--- src/rtl/datamover_cmd_master.sv ---
`default_nettype none
// ============================================================================
// datamover_cmd_master
// Register-programmed AXI DataMover command issuer with status buffering.
// Rev 1.0
// ============================================================================
module datamover_cmd_master #(
  parameter int                            C_S_AXI_ADDR_WIDTH      = 32,
  parameter int                            C_S_AXI_DATA_WIDTH      = 32,
  parameter int                            C_M_AXIS_CMD_DATA_WIDTH = 72,
  parameter int                            C_M_AXIS_STS_DATA_WIDTH = 8,
  parameter int                            C_CMD_FIFO_DEPTH        = 16,
  parameter int                            C_STS_FIFO_DEPTH        = 16,
  parameter logic [C_S_AXI_ADDR_WIDTH-1:0] C_BASE_ADDR             = '0
) (
  input  logic                               clk,
  input  logic                               rst,
  output logic                               M_AXIS_CMD_TVALID,
  input  logic                               M_AXIS_CMD_TREADY,
  output logic [C_M_AXIS_CMD_DATA_WIDTH-1:0] M_AXIS_CMD_TDATA,
  input  logic                               S_AXIS_STS_TVALID,
  output logic                               S_AXIS_STS_TREADY,
  input  logic [C_M_AXIS_STS_DATA_WIDTH-1:0] S_AXIS_STS_TDATA,
  input  logic [C_S_AXI_DATA_WIDTH-1:0]      set_data,
  input  logic [C_S_AXI_ADDR_WIDTH-1:0]      set_addr,
  input  logic                               set_stb,
  output logic [C_S_AXI_DATA_WIDTH-1:0]      get_data,
  input  logic [C_S_AXI_ADDR_WIDTH-1:0]      get_addr,
  input  logic                               get_stb
);

  localparam int                          c_cmd_aw    = $clog2(C_CMD_FIFO_DEPTH);
  localparam int                          c_sts_aw    = $clog2(C_STS_FIFO_DEPTH);
  localparam logic [c_cmd_aw:0]           c_cmd_depth = (c_cmd_aw+1)'(C_CMD_FIFO_DEPTH);
  localparam logic [c_sts_aw:0]           c_sts_depth = (c_sts_aw+1)'(C_STS_FIFO_DEPTH);
  localparam logic [c_cmd_aw:0]           c_cmd_one   = (c_cmd_aw+1)'(1);
  localparam logic [c_sts_aw:0]           c_sts_one   = (c_sts_aw+1)'(1);
  localparam logic [C_S_AXI_ADDR_WIDTH:0] c_win_lo    = {1'b0, C_BASE_ADDR};
  localparam logic [C_S_AXI_ADDR_WIDTH:0] c_win_size  = (C_S_AXI_ADDR_WIDTH+1)'(16);

  logic [C_M_AXIS_CMD_DATA_WIDTH-1:0] cmd_mem_q [C_CMD_FIFO_DEPTH];
  logic [C_M_AXIS_STS_DATA_WIDTH-1:0] sts_mem_q [C_STS_FIFO_DEPTH];
  logic [c_cmd_aw:0]                  cmd_wr_q, cmd_rd_q;
  logic [c_sts_aw:0]                  sts_wr_q, sts_rd_q;
  logic [31:0]                        saddr_q, ctrl_q;
  logic                               ovf_q, sts_lost_q;
  logic [15:0]                        outstanding_q, outstanding_d;

  logic [c_cmd_aw:0]                  w_cmd_cnt;
  logic [c_sts_aw:0]                  w_sts_cnt;
  logic                               w_cmd_empty, w_cmd_full, w_sts_empty, w_sts_full;
  logic                               w_set_hit, w_get_hit;
  logic                               w_wr_addr, w_wr_ctrl, w_wr_clear, w_flush;
  logic                               w_cmd_push, w_cmd_hs, w_sts_hs, w_sts_pop;
  logic [C_M_AXIS_CMD_DATA_WIDTH-1:0] w_cmd_word;
  logic [C_M_AXIS_STS_DATA_WIDTH-1:0] w_sts_head;

  // Occupancy from pointer difference; the extra MSB distinguishes full from empty.
  assign w_cmd_cnt   = cmd_wr_q - cmd_rd_q;
  assign w_sts_cnt   = sts_wr_q - sts_rd_q;
  assign w_cmd_empty = (w_cmd_cnt == '0);
  assign w_cmd_full  = (w_cmd_cnt == c_cmd_depth);
  assign w_sts_empty = (w_sts_cnt == '0);
  assign w_sts_full  = (w_sts_cnt == c_sts_depth);

  // Relative offset wraps to a huge value below the base, so one compare bounds both ends.
  assign w_set_hit  = set_stb && (({1'b0, set_addr} - c_win_lo) < c_win_size);
  assign w_get_hit  = (({1'b0, get_addr} - c_win_lo) < c_win_size);
  assign w_wr_addr  = w_set_hit && (set_addr[3:2] == 2'd0);
  assign w_wr_ctrl  = w_set_hit && (set_addr[3:2] == 2'd1);
  assign w_wr_clear = w_set_hit && (set_addr[3:2] == 2'd3);
  assign w_flush    = w_wr_clear && set_data[2];

  assign w_cmd_word = {4'b0000, set_data[27:24], saddr_q, 1'b0, set_data[23],
                       6'b000000, 1'b1, set_data[22:0]};
  assign w_cmd_push = w_wr_ctrl && !w_cmd_full && !w_flush;
  assign w_cmd_hs   = M_AXIS_CMD_TVALID && M_AXIS_CMD_TREADY;
  assign w_sts_hs   = S_AXIS_STS_TVALID && S_AXIS_STS_TREADY;
  assign w_sts_pop  = get_stb && w_get_hit && (get_addr[3:2] == 2'd2) && !w_sts_empty;
  assign w_sts_head = w_sts_empty ? '0 : sts_mem_q[sts_rd_q[c_sts_aw-1:0]];

  assign M_AXIS_CMD_TVALID = !w_cmd_empty && !rst;
  assign M_AXIS_CMD_TDATA  = M_AXIS_CMD_TVALID ? cmd_mem_q[cmd_rd_q[c_cmd_aw-1:0]] : '0;
  assign S_AXIS_STS_TREADY = !w_sts_full && !rst;

  always_comb begin
    outstanding_d = outstanding_q;
    if (w_cmd_hs && !w_sts_hs && (outstanding_q != 16'hFFFF)) begin
      outstanding_d = outstanding_q + 16'd1;
    end else if (w_sts_hs && !w_cmd_hs && (outstanding_q != 16'd0)) begin
      outstanding_d = outstanding_q - 16'd1;
    end
  end

  always_comb begin
    get_data = '0;
    if (w_get_hit) begin
      case (get_addr[3:2])
        2'd0:    get_data = saddr_q;
        2'd1:    get_data = ctrl_q;
        2'd2:    get_data = {outstanding_q, 4'b0000, sts_lost_q, ovf_q, w_cmd_full,
                             !w_sts_empty, w_sts_head};
        default: get_data = '0;
      endcase
    end
  end

  // Storage arrays carry no reset; validity is tracked by the pointers alone.
  always_ff @(posedge clk) begin
    if (w_cmd_push) cmd_mem_q[cmd_wr_q[c_cmd_aw-1:0]] <= w_cmd_word;
    if (w_sts_hs && !w_flush) sts_mem_q[sts_wr_q[c_sts_aw-1:0]] <= S_AXIS_STS_TDATA;
  end

  always_ff @(posedge clk) begin
    if (rst) begin
      cmd_wr_q      <= '0;
      cmd_rd_q      <= '0;
      sts_wr_q      <= '0;
      sts_rd_q      <= '0;
      saddr_q       <= '0;
      ctrl_q        <= '0;
      ovf_q         <= 1'b0;
      sts_lost_q    <= 1'b0;
      outstanding_q <= '0;
    end else begin
      if (w_wr_addr) saddr_q <= set_data;
      if (w_wr_ctrl) ctrl_q  <= set_data;

      if (w_wr_ctrl && w_cmd_full) ovf_q <= 1'b1;
      else if (w_wr_clear && set_data[0]) ovf_q <= 1'b0;

      // A loss in the same cycle as its clear is kept so the event is never hidden.
      if (S_AXIS_STS_TVALID && w_sts_full) sts_lost_q <= 1'b1;
      else if (w_wr_clear && set_data[1]) sts_lost_q <= 1'b0;

      if (w_flush) begin
        cmd_wr_q      <= '0;
        cmd_rd_q      <= '0;
        sts_wr_q      <= '0;
        sts_rd_q      <= '0;
        outstanding_q <= '0;
      end else begin
        if (w_cmd_push) cmd_wr_q <= cmd_wr_q + c_cmd_one;
        if (w_cmd_hs)   cmd_rd_q <= cmd_rd_q + c_cmd_one;
        if (w_sts_hs)   sts_wr_q <= sts_wr_q + c_sts_one;
        if (w_sts_pop)  sts_rd_q <= sts_rd_q + c_sts_one;
        outstanding_q <= outstanding_d;
      end
    end
  end

endmodule
`default_nettype wire

--- config.mk ---
export PLATFORM = sky130hd
export DESIGN_NAME = datamover_cmd_master
export DESIGN_NICKNAME = d
export VERILOG_FILES = /design/src/rtl/datamover_cmd_master.sv
export SDC_FILE = /design/constraint.sdc
export NUM_CORES = 1
export LEC_CHECK = 0
export ABC_AREA = 1
export BUFFER_PORTS_ARGS = -buffer_cell sky130_fd_sc_hd__buf_4
export CORE_AREA = 3 3 334 336
export DETAILED_ROUTE_END_ITERATION = 12
export DIE_AREA = 0 0 337 339
export PLACE_DENSITY = 0.67
export SLEW_MARGIN = 10
export SYNTH_ARGS = -nofsm -noshare
export SYNTH_HDL_FRONTEND = slang
export SYNTH_SLANG_ARGS = --single-unit
--- constraint.sdc ---
create_clock -name clk -period 5.3 [get_ports clk]
set_clock_uncertainty 0.05 [all_clocks]
set_input_delay 1.325 -clock clk [delete_from_list [all_inputs] [get_ports clk]]
set_output_delay 1.325 -clock clk [all_outputs]
set_load 0.005 [all_outputs]
==> results.yml, run 1 <==
pwr:
  p_seq_share_pct: 48.9
  ir_drop_v: 0.000377
  pwr_density_cell_mw_per_mm2: 378
  leakage_uw: 0.0195
  p_switching_uw: 5040
  netSwitchingFraction_pct: 23.8
  combPwrFrac_pct: 11.0
  internal_power_uw: 16100
  clkPwrFrac_pct: 40.1
setup_path:
  cpMaxStageDelayCell: "inv_8"
  cp_cell_sequence: "inv_8, buf_4, nand2_1, a221oi_1, a211oi_1, a211oi_1, buf_4"
  critPathMaxStageDelay_ns: 0.57
  critPathTopFamily: "buffers and inverters"
  worst_ep_arrival_time_ns: 3.58
  endpoint_kind: "output port"
  cp.buffers_inverters: 3
  crit_type: "flop to output port"
  cp-start-kind: "flop"
  rr_startpoint: "cmd_wr_q[3]$_SDFFE_PP0P_"
  crit_required_ns: 3.92
  r2r.worst_path.cells: 21
  cp_max_fo: 104
  cp.depth: 7
floorplan:
  io_pins: 216
  fp.dieH_um: 339
  start_util_pct: 44.8
  core_mm2: 0.109
  dieWidth_um: 337
  dieArea_mm2: 0.114
  rows: 121
timing:
  timing.final.hold_violations: 0
  max_slew_margin_pct: 25.1
  setup_viol: 0
  hold_ws_ns: 0.415
  finalMaxSlewViolations: 0
  clock.fmax_mhz: 202
  period_needed_ns: 4.95
  fin_crit_sh_pct: 93.5
  rsz0062_at_grt: "no"
  worst_pin_slew_ns: 1.12
synthesis:
  synth.area.top_cells: "edfxtp_1 (67%), nand2_1 (6.9%), a21oi_1 (5.9%), dfxtp_1 (4.5%), o21ai_0 (1.9%)"
  synth_top_area_share_pct: 67.0
  synthAdderAreaFrac_pct: 0.862
  synth_top_family_by_area: "compound AO/OA/AOI/OAI gates"
  synth.distinct_cells: 53
  netlist_area_mm2: 0.0488
  synth_area_per_cell_um2: 12.3
  yosysTopAreaCell: "edfxtp_1"
  synthMuxAreaShare_pct: 0.534
  synth-main-ff-cell: "edfxtp_1"
  yosys.area_share.xor_xnor_pct: 0.305
  synthSimpleGateAreaFrac_pct: 9.20
  synth_compound_area_share_pct: 13.9
  synth-async-reset-ratio_pct: 0
  synth_edf_count: 1088
  synth_warnings: 0
  synth-seq-cells: 1198
  yosysSeqAreaShare_pct: 71.5
  synth_cells: 3963
hold_path:
  hold_depth: 2
  worstHoldStart: "ctrl_q[30]$_SDFFE_PP0P_"
  hold_path.class: "flop to flop"
routing:
  dr.pass1.iters: 6
  vias: 32547
  vias_per_cell: 5.79
  drt_iter0_drc: 3577
  drc: 0
  post_drt_wl_per_cell_um: 23.1
  final_antenna_net_count: 0
  routed_wl_mm: 130
job:
  maxCapViolCount: 0
global_route:
  grt_pass1_vias: 30850
  grt_pass1_wl_mm: 192
  grt_usage_pct: 22.2
  grt.busiest_layer: "met2"
  use_met1_pct: 31.4
  grt_max_degree: 167
  grt_use_met3_pct: 3.07
  overflow: 0
  grt_use_met2_pct: 35.9
  antenna_found_initial: 2
finish:
  final_cell_area_mm2: 0.0560
  final_util_pct: 51.4
  nets: 4247
  drive_gt1_share_pct: 12.0
  syn2layout_area_growth_pct: 14.8
  fillers: 9012
  final_cell_mix: "edfxtp_1 (1,088), nand2_1 (896), a21oi_1 (576)"
  layout.cells.most_common: "edfxtp_1"
clocking:
  clock_latency_ns: 0.71
  cts_buffers: 115
  post_cts_buffers: 0
  numClockSinks: 1198
  clk_pin_slew_worst_paths_ns: 0.06
  cts_tree: "built"
  htreeDepth: 3
  ctsRootBufferMaster: "clkbuf_16"
  clk_path_buf_depth: 3
  cts_resized: 0
  hold_buffers: 0
placement:
  place_area_mm2: 0.0521
  portBuffers: 200
  dpl.hpwl_mm: 73.6
  place_congestion: 0.850
outcome:
  status: "complete, no violations"
==> layer usage <==
layer  vias to the layer above  routed length [um]
li1                      14880                   -
met1                     16071               54100
met2                      1377               62100
met3                       215                9950
met4                         4                3330
met5                         -                  27
==> flip-flops by register name (all words and copies together) (netlist names), 5 cells and up, named ones only <==
register and count:
cmd_wr_q 5, cmd_mem_q 960, cmd_rd_q 5, sts_rd_q 5, ctrl_q 32, outstanding_q 16
saddr_q 32, sts_mem_q 128, sts_wr_q 5
==> layout make-up <==
| type | instances | area (um^2) | share of cell area, % |
|---|---|---|---|
| sequential | 1198 | 34900 | 62.3 |
| multi-input combinational | 2348 | 12300 | 21.9 |
| clock buffer | 161 | 3240 | 5.79 |
| timing repair buffer | 286 | 2510 | 4.48 |
| tap | 1414 | 1770 | 3.16 |
| clock inverter | 54 | 687 | 1.23 |
| inverter | 155 | 602 | 1.08 |
| antenna | 2 | 5.00 | 0.00894 |
==> cells in the mapped netlist (4+ instances only) <==
library cell     n
o31ai_1          6
xor2_1           9
edfxtp_1      1088
ha_1            32
clkbuf_1       151
a311oi_1         4
nor3_1          22
buf_1           11
nand2_1        897
a22oi_1         66
a32oi_1         50
o211ai_1        14
a31oi_1         27
buf_4           15
nor2_1          98
a221o_1          4
inv_2            4
buf_2           92
a21oi_1        576
nor4_1          12
xnor2_1          8
a21oi_2         10
a221oi_1        75
mux2_2           8
nand3_1         56
o21ai_0        187
o21ai_1         14
dfxtp_1        110
inv_1          149
mux2i_1         17
a211oi_1        89
a21o_1           5
nand4_1         21
a32o_1           7
==> final timing paths <==
| kind | endpoint | slack [ns] |
|---|---|---|
| setup / recovery | M_AXIS_CMD_TDATA[58] | 0.35 |
| hold / removal | ctrl_q[30]$_SDFFE_PP0P_ | 0.42 |
| setup reg to reg | outstanding_q[12]$_SDFFE_PP0P_ | 1.54 |
| hold reg to reg | ctrl_q[30]$_SDFFE_PP0P_ | 0.42 |
==> power groups by stage <==
stage                     clock [uW]  sequential, uW  combinational, uW
final                           8480           10300               2320
after global routing            8960           10300               2580
after CTS                       8590           10300               2330
after detailed placement           0           10500               2320
after global placement             0           10500               2270
after floorplan                    0           10500               1530
==> worst register-to-register path, stage by stage (launching register included) <==
cell and delay (ns):
dfxtp_1 0.49, ha_1 0.33, nand2_1 0.08, clkinv_1 0.05
nand2_1 0.08, nand2_1 0.05, nand2_1 0.05, nand2_1 0.07
nand2_2 0.15, nand3_4 0.18, nor2_4 0.17, nand2_4 0.17
ha_1 0.40, a21oi_1 0.16, nand2_1 0.10, a21boi_0 0.38
inv_1 0.11, a21o_1 0.20, nand2_1 0.06, nand2_1 0.06
xnor2_1 0.18, a21oi_2 0.07
==> kinds of logic (layout without fill, tap and decap cells) <==
logic type               count (synthesis)  after routing
flip-flops                            1198           1198
AO/OA/AOI/OAI                         1139           1139
AND/OR/NAND/NOR                       1123           1123
buffers and inverters                  427            656
adder cells (fa/ha/maj)                 33             33
multiplexers                            25             25
XOR/XNOR                                17             17
other                                    1             13
==> per-stage QoR <==
stage	std cells	worst slack, ns	power (uW)	TNS (ns)
after floorplan	3973	-0.0796	12000	-46.33
after global placement	5401	0.786	12800	0
after detailed placement	5401	0.696	12900	0
after CTS	5616	0.288	21300	0
after global routing	5616	0.136	21900	0
final	5618	0.346	21200	0
(Power assumes the default switching activity.)
==> run 2, diff against run 1 <==
--- a/config.mk
+++ b/config.mk
@@ -5,11 +5,10 @@
 export SDC_FILE = /design/constraint.sdc
 export NUM_CORES = 1
 export LEC_CHECK = 0
-export ABC_AREA = 1
 export BUFFER_PORTS_ARGS = -buffer_cell sky130_fd_sc_hd__buf_4
-export CORE_AREA = 3 3 334 336
+export CORE_AREA = 3 3 330 332
 export DETAILED_ROUTE_END_ITERATION = 12
-export DIE_AREA = 0 0 337 339
+export DIE_AREA = 0 0 333 335
 export PLACE_DENSITY = 0.67
 export SLEW_MARGIN = 10
 export SYNTH_ARGS = -nofsm -noshare
==> run 2 against run 1 <==
Setup slack worse by 0.19 ns; register-to-register slack worse by 0.94 ns; clock power shrank 1%; global-route usage fell by 1.8 points; routed wire length is 12% lower; critical path depth rose by 1; total power decreased by 5.1%; final area fell by 1.2%; maximum frequency is 3.7% lower; combinational power down 44%; first-iteration DRC count down 23%; synthesized cell count down 38%; critical endpoint is now M_AXIS_CMD_TDATA[63]; largest cell class unchanged.
==> results.yml, run 2 <==
outcome:
  status: "complete, no violations"
routing:
  vias_per_cell: 5.88
  drc: 0
  drt_iter0_drc: 2764
  final_antenna_net_count: 0
  routed_wl_mm: 114
  dr.pass1.iters: 7
  post_drt_wl_per_cell_um: 27.0
  vias: 24780
clocking:
  clock_latency_ns: 0.73
  numClockSinks: 1198
  cts_buffers: 117
  hold_buffers: 0
  clk_path_buf_depth: 3
  cts_tree: "built"
  clk_pin_slew_worst_paths_ns: 0.06
  ctsRootBufferMaster: "clkbuf_16"
  htreeDepth: 3
setup_path:
  crit_required_ns: 3.92
  crit_type: "flop to output port"
  cp-start-kind: "flop"
  cp_max_fo: 63
  endpoint_kind: "output port"
  worst_ep_arrival_time_ns: 3.77
finish:
  final_cell_mix: "edfxtp_1 (1,088), mux4_2 (340), buf_4 (248)"
  layout.cells.most_common: "edfxtp_1"
  syn2layout_area_growth_pct: 16.2
  fillers: 8271
  nets: 2856
  final_cell_area_mm2: 0.0553
  largest_reg_flops: 960
  drive_gt1_share_pct: 29.6
synthesis:
  synth.distinct_cells: 69
  synth_cells: 2452
  synth-main-ff-cell: "edfxtp_1"
  synth-seq-cells: 1198
  synth-async-reset-ratio_pct: 0
  synth_warnings: 0
  synth_area_per_cell_um2: 19.4
  synth_top_area_share_pct: 68.6
  yosysSeqAreaShare_pct: 73.3
  netlist_area_mm2: 0.0476
  synth_edf_count: 1088
  ys_top_cells_by_count: "edfxtp_1 (1,088), mux4_2 (340), nand2_1 (165), a21oi_1 (113), dfxtp_1 (110)"
  yosysTopAreaCell: "edfxtp_1"
  yosysMostFrequentCell: "edfxtp_1"
  synth.area.top_cells: "edfxtp_1 (69%), mux4_2 (16%), dfxtp_1 (4.6%), nand2_1 (1.3%), a21oi_1 (1.2%)"
floorplan:
  dieWidth_um: 333
  fp.dieH_um: 335
  io_pins: 216
  start_util_pct: 44.7
  core_mm2: 0.107
  dieArea_mm2: 0.112
  rows: 120
pwr:
  ir_drop_v: 0.000288
  netSwitchingFraction_pct: 21.7
  combPwrFrac_pct: 6.5
  clkPwrFrac_pct: 41.8
  internal_power_uw: 15700
  p_seq_share_pct: 51.7
  leakage_uw: 0.0161
  pwr_density_cell_mw_per_mm2: 363
  p_switching_uw: 4360
global_route:
  overflow: 0
  grt_usage_pct: 20.4
  grt_max_degree: 65
  grt_pass1_wl_mm: 167
  grt_pass1_vias: 25197
  antenna_found_initial: 7
placement:
  portBuffers: 200
  dpl.hpwl_mm: 66.5
  place_area_mm2: 0.0514
  place_congestion: 0.852
timing:
  clock.fmax_mhz: 194
  worst_pin_slew_ns: 0.958
  finalMaxSlewViolations: 0
  setup_viol: 0
  timing.final.hold_violations: 0
  fin_crit_sh_pct: 97.0
  rsz0062_at_grt: "no"
  period_needed_ns: 5.14
  max_slew_margin_pct: 35.9
  tns_ns: 0
job:
  maxCapViolCount: 0
hold_path:
  hold_path.class: "flop to flop"
==> run 2: final cells by class <==
type,count,area [um^2],area share (%)
antenna,3,7.51,0.0136
clock buffer,141,3100,5.60
sequential,1198,34900,63.1
timing repair buffer,279,2480,4.49
clock inverter,74,797,1.44
tap,1403,1760,3.17
inverter,40,150,0.271
multi-input combinational,1077,12100,21.9
==> run 2: stage by stage <==
step	power, uW	setup WS, ns	instances	utilization (%)	hold WS [ns]
detailed placement	11800	0.643	3996	48.2	0.395
global route	20700	0.0115	4212	51.9	0.422
floorplan	11500	-0.294	2462	-	0.382
CTS	20200	0.145	4212	51.9	0.403
global placement	11800	0.701	3996	48.2	0.388
finish	20100	0.157	4215	51.9	0.403
==> run 2: critical path, cell delays in order, from the launching register on <==
cell	delay [ns]
dfxtp_1	0.71
ha_1	0.37
o21a_1	0.23
o31ai_2	0.08
nand3_1	0.18
a31oi_4	0.22
buf_4	0.74
and2_1	0.38
buf_4	0.16
==> run 2: power by group through the flow <==
| stage | combinational, uW | clock [uW] | sequential (uW) |
|---|---|---|---|
| final | 1300 | 8380 | 10400 |
| after global routing | 1410 | 8890 | 10400 |
| after CTS | 1270 | 8520 | 10400 |
| after detailed placement | 1260 | 0 | 10600 |
| after global placement | 1210 | 0 | 10600 |
| after floorplan | 917 | 0 | 10500 |
==> run 2: repair_timing <==
action / 4_1_cts / 5_1_grt
cloned: 0 / 0
pin swaps: 1 / 0
endpoints found under the setup margin: 5 / 2
gates resized for setup: 0 / 2
setup buffers: 1 / 0
==> run 2: cell families (layout without fill, tap and decap cells) <==
group | count (synthesis) | after routing | share of synthesized area [%]
AND/OR/NAND/NOR | 447 | 447 | 4.49
AO/OA/AOI/OAI | 190 | 190 | 2.45
multiplexers | 370 | 370 | 16.7
adder cells (fa/ha/maj) | 33 | 33 | 0.883
buffers and inverters | 187 | 534 | 1.66
XOR/XNOR | 26 | 26 | 0.507
flip-flops | 1198 | 1198 | 73.3
other | 1 | 14 | 0.00788
==> run 2: layer usage <==
layer / track usage, % / vias up / routed length, um
met5: 0 / - / 49
met4: 6.24 / 8 / 2930
met3: 5.22 / 191 / 11000
met2: 32.1 / 1153 / 54300
met1: 28.1 / 13015 / 45600
li1: - / 10413 / -
==> run 2: final timing paths <==
check,start,to,slack (ns),cells past startpoint
max,cmd_wr_q[2]$_SDFFE_PP0P_,M_AXIS_CMD_TDATA[63],0.16,8
min,ctrl_q[29]$_SDFFE_PP0P_,ctrl_q[29]$_SDFFE_PP0P_,0.40,2
max reg2reg,cmd_wr_q[2]$_SDFFE_PP0P_,outstanding_q[14]$_SDFFE_PP0P_,0.60,16
min reg2reg,ctrl_q[29]$_SDFFE_PP0P_,ctrl_q[29]$_SDFFE_PP0P_,0.40,2
